### src/rtl/axi4lite_read_arbiter.sv
// axi4lite_read_arbiter: shares one AXI4-lite read master between instruction fetch and load unit
module axi4lite_read_arbiter #(
  parameter int ADDR_WIDTH = 64,
  parameter int DATA_WIDTH = 64,
  parameter bit ROUND_ROBIN = 1'b1
) (
  input  logic                  clk,
  input  logic                  rst,
  input  logic                  if_arvalid,
  output logic                  if_arready,
  input  logic [ADDR_WIDTH-1:0] if_araddr,
  output logic                  if_rvalid,
  input  logic                  if_rready,
  output logic [DATA_WIDTH-1:0] if_rdata,
  output logic [1:0]            if_rresp,
  input  logic                  lsu_arvalid,
  output logic                  lsu_arready,
  input  logic [ADDR_WIDTH-1:0] lsu_araddr,
  output logic                  lsu_rvalid,
  input  logic                  lsu_rready,
  output logic [DATA_WIDTH-1:0] lsu_rdata,
  output logic [1:0]            lsu_rresp,
  output logic                  m_arvalid,
  input  logic                  m_arready,
  output logic [ADDR_WIDTH-1:0] m_araddr,
  output logic [2:0]            m_arprot,
  input  logic                  m_rvalid,
  output logic                  m_rready,
  input  logic [DATA_WIDTH-1:0] m_rdata,
  input  logic [1:0]            m_rresp
);
  typedef enum logic [1:0] {IDLE, ADDR, DATA} state_t;
  state_t state_q, state_d;
  logic grant_q, last_q;
  logic [ADDR_WIDTH-1:0] addr_q;
  logic pick_lsu, accept, in_data, if_sel, lsu_sel;
  // grant_q/last_q: 1 = LSU, 0 = IF
  assign pick_lsu = lsu_arvalid && (!if_arvalid || !ROUND_ROBIN || !last_q);
  assign accept = (state_q == IDLE) && !rst && (if_arvalid || lsu_arvalid);
  always_ff @(posedge clk) begin
    if (rst) begin
      state_q <= IDLE;
      grant_q <= 1'b0;
      last_q <= 1'b0;
      addr_q <= '0;
    end else begin
      state_q <= state_d;
      if (accept) begin
        grant_q <= pick_lsu;
        last_q <= pick_lsu;
        addr_q <= pick_lsu ? lsu_araddr : if_araddr;
      end
    end
  end
  always_comb begin
    in_data = state_q == DATA;
    if_sel = in_data && !grant_q;
    lsu_sel = in_data && grant_q;
    if_arready = accept && !pick_lsu;
    lsu_arready = accept && pick_lsu;
    m_arvalid = state_q == ADDR;
    m_araddr = addr_q;
    m_arprot = (state_q == ADDR && !grant_q) ? 3'b100 : 3'b000;
    m_rready = in_data && (grant_q ? lsu_rready : if_rready);
    if_rvalid = if_sel && m_rvalid;
    if_rdata = if_sel ? m_rdata : '0;
    if_rresp = if_sel ? m_rresp : 2'b00;
    lsu_rvalid = lsu_sel && m_rvalid;
    lsu_rdata = lsu_sel ? m_rdata : '0;
    lsu_rresp = lsu_sel ? m_rresp : 2'b00;
    state_d = (state_q == IDLE && accept) ? ADDR :
              (state_q == ADDR && m_arready) ? DATA :
              (in_data && m_rvalid && m_rready) ? IDLE : state_q;
  end
endmodule

### config.mk
export PLATFORM = sky130hd
export DESIGN_NAME = axi4lite_read_arbiter
export DESIGN_NICKNAME = d
export VERILOG_FILES = /design/src/rtl/axi4lite_read_arbiter.sv
export SDC_FILE = /design/constraint.sdc
export NUM_CORES = 1
export LEC_CHECK = 0
export CORE_AREA = 2 2 160 162
export CTS_BUF_LIST = sky130_fd_sc_hd__clkbuf_8
export DETAILED_ROUTE_END_ITERATION = 8
export DIE_AREA = 0 0 162 164
export GPL_TIMING_DRIVEN = 0
export SLEW_MARGIN = 20
export SYNTH_ARGS = -nofsm -noshare
export SYNTH_HDL_FRONTEND = slang
export SYNTH_SLANG_ARGS = --single-unit
### constraint.sdc
create_clock -name clk -period 1.55 [get_ports clk]
set_clock_uncertainty 0.05 [all_clocks]
set_input_delay 0.31 -clock clk [delete_from_list [all_inputs] [get_ports clk]]
set_output_delay 0.31 -clock clk [all_outputs]
set_load 0.005 [all_outputs]
==> results of run 1 <==
==> cell type report <==
cell class	count	area [um2]	share of cell area
Multi-Input combinational cell	403	3350	0.296
Buffer	50	579	0.0510
Inverter	5	21.3	0.00187
Timing Repair Buffer	496	5380	0.474
Sequential cell	67	1370	0.121
Clock inverter	6	88.8	0.00783
Tap cell	330	413	0.0364
Antenna cell	3	7.51	0.000662
Clock buffer	10	138	0.0121
==> how the worst min path moves through the flow <==
stage                                   start                   endpoint  cells after the start
finish                             if_arvalid        last_q$_SDFFE_PP0N_                      2
global route                       if_arvalid        last_q$_SDFFE_PP0N_                      2
CTS                                if_arvalid        last_q$_SDFFE_PP0N_                      2
detailed placement  m_araddr[39]$_SDFFE_PP0N_  m_araddr[39]$_SDFFE_PP0N_                      2
global placement    m_araddr[21]$_SDFFE_PP0N_  m_araddr[21]$_SDFFE_PP0N_                      2
floorplan                          if_arvalid        last_q$_SDFFE_PP0N_                      1
==> placed cells by master, fill, tap and decap left out, types with 3 or more instances in the layout <==
cell and instances:
a21oi_1 44, a21oi_2 6, a21oi_4 5, a311oi_2 52
and2_1 11, and2_4 123, buf_12 21, buf_2 21
buf_4 15, buf_6 175, buf_8 24, clkbuf_16 11
clkbuf_2 6, clkbuf_8 12, clkdlybuf4s50_1 198, dfxtp_1 52
dfxtp_2 12, dfxtp_4 3, diode_2 3, dlygate4sd2_1 65
inv_1 4, mux2i_1 18, nand2_1 65, nand2_2 34
nand2_4 6, nand2b_1 10, nand4_1 4, nor2_1 3
o21ai_0 3
==> where the power goes <==
group / leakage [nW] / total (mW) / internal, mW / switching, mW
clock network: 0.109 / 1.73 / 0.950 / 0.783
logic: 4.32 / 2.81 / 1.68 / 1.13
registers: 0.560 / 2.01 / 1.91 / 0.104
==> critical path: stages, from the launching register on <==
cell,delay [ns]
dfxtp_4,0.35
nand2b_4,0.17
nor2_4,0.18
buf_6,0.14
buf_6,0.10
buf_6,0.10
buf_8,0.12
and2_4,0.15
buf_6,0.09
==> routing by layer <==
layer / wire length (um) / vias up / track usage
met4: 780 / 8 / 0.0809
met1: 10000 / 2773 / 0.198
li1: - / 2817 / -
met5: 57 / - / 0
met3: 2090 / 42 / 0.0659
met2: 15400 / 260 / 0.375
==> state kept, by name, indices dropped and copies added, names as in the netlist <==
register,count
last_q,1
state_q,2
m_araddr,64
==> what timing repair did <==
action                     4_1_cts  5_1_grt
setup endpoints to repair      269      203
gates resized for setup        940      251
buffers inserted                55       26
pin swaps                       70       53
cloned                          19        9
==> through the flow <==
stage | power, mW | util | hold WS, ns | std cells
4_1_cts | 6.36 | 0.419 | 0.275 | 1356
6_report | 6.56 | 0.457 | 0.330 | 1370
3_3_place_gp | 4.14 | 0.357 | 0.408 | 1266
2_1_floorplan | 2.85 | - | 0.376 | 532
3_5_place_dp | 4.15 | 0.357 | 0.415 | 1266
5_1_grt | 6.88 | 0.457 | 0.302 | 1369
==> cell families (layout without fill, tap and decap cells) <==
| logic type | Yosys count | count (layout) | synth area share |
|---|---|---|---|
| and+or+nand+nor | 265 | 265 | 0.314 |
| AOI/OAI and AO/OA | 115 | 115 | 0.254 |
| other | 1 | 5 | 0.000853 |
| DFF | 67 | 67 | 0.305 |
| muxes | 21 | 21 | 0.0478 |
| buffers and inverters | 62 | 567 | 0.0780 |
==> flow_summary.ini, run 1 <==
[cts]
postCtsHoldBufs = 0
cts-root-buf = clkbuf_8
cts.path.max_buffers = 2
clk_pin_slew_ns = 0.09
clkLatencyLatePin_ns = 0.37
numCtsBuffers = 9
cts_tree = yes
htreeDepth = 3
cts.sinks = 67

[cells_and_area]
design_area_um2 = 11300
layout.nets = 1234
drive_gt1_frac = 0.532
syn2layout_area_growth_pct = 158
fillers = 2433

[sta]
finalSetupViolations = 202
final.min_clock_period_ns = 2.11
rsz0062_at_grt = yes
slew_headroom = 0.610
fmax_mhz = 473
finalCritPeriodShare = 1.36
setup-tns-final_ns = -73.18
worst_slack_ns = -0.564
slew_viol_final = 0
worst_slew_pin_slew_ns = 0.585
hold_viol = 0

[synthesis]
synth_edf_count = 0
synth_seq_area_share = 0.305
ys_top_cells_by_area = dfxtp_1, and2_1, a311oi_2
synth-async-reset-ratio = 0
synth.avg_cell_area_um2 = 8.28
synth_ff_type = dfxtp_1
synth_top_area_share = 0.305
synthMostInstantiatedCell = and2_1
ys_warn_count = 0
ys_seq_elements = 67
yosys.area.top_type = dfxtp_1
syn_inst = 531
synth_commonest_cells = and2_1, nand2_1, dfxtp_1, a21oi_1, a311oi_2
synthDistinctLibCells = 26
syn-cell-area_um2 = 4400

[floorplan]
rows = 58
die_w_um = 162
core_um2 = 24800
die_area_um2 = 26600
initial_core_util = 0.177
die_h_um = 164
io_pins = 407

[worst_setup_path]
rrSetupSlack_ns = -0.27
crit_path_max_fanout = 5
arrival_ns = 1.75
r2r-start = last_q$_SDFFE_PP0N_
critical_path_class = reg2out
crit_required_ns = 1.19
start_kind = register
reg2reg_to = m_araddr[9]$_SDFFE_PP0N_
reg2reg_depth = 10
crit_path_end_kind = primary output
worstSetupEndpoint = lsu_rdata[56]
startpoint = state_q[0]$_SDFFE_PP0P_

[place]
dp_slack_ns = -1.41
placed_area_um2 = 8860
dpl.hpwl_mm = 20.7
place.gp.congestion = 0.860
port_buffers = 404

[route]
drc = 0
routed_wl_mm = 28.3
wl_per_cell_um = 20.7
drtIter0Drc = 184
first_pass_iters = 4
ant_nets = 0
avgViaCountPerCell = 4.31
via_count = 5900

[grt]
antenna_found_initial = 7
grt_pass1_vias = 5932
grt_util_all_layers = 0.198
grt-ovfl-total = 0
grt_pass1_wl_mm = 38.3
grt_max_degree = 13

[power_and_ir_drop]
vdd_drop_max_uv = 454
power_density_nw_per_um2 = 578
power_leakage_nw = 4.99

[min_path]
hp-class = in2reg

[outcome]
status = complete, but fails checks
violations = negative setup slack

[run]
maxCapViolations = 0
(Power assumes the default switching activity.)
==> run 2, diff against run 1 <==
CTS_CLUSTER_DIAMETER = 150   (was unset)
==> results of run 2 <==
No change in the layout: final DEF, timing and power equal those of run 1.
==> run 3, diff against run 2 <==
HOLD_SLACK_MARGIN = 0.12   (was unset)
==> results of run 3 <==
No change in the layout: final DEF, timing and power equal those of run 1.
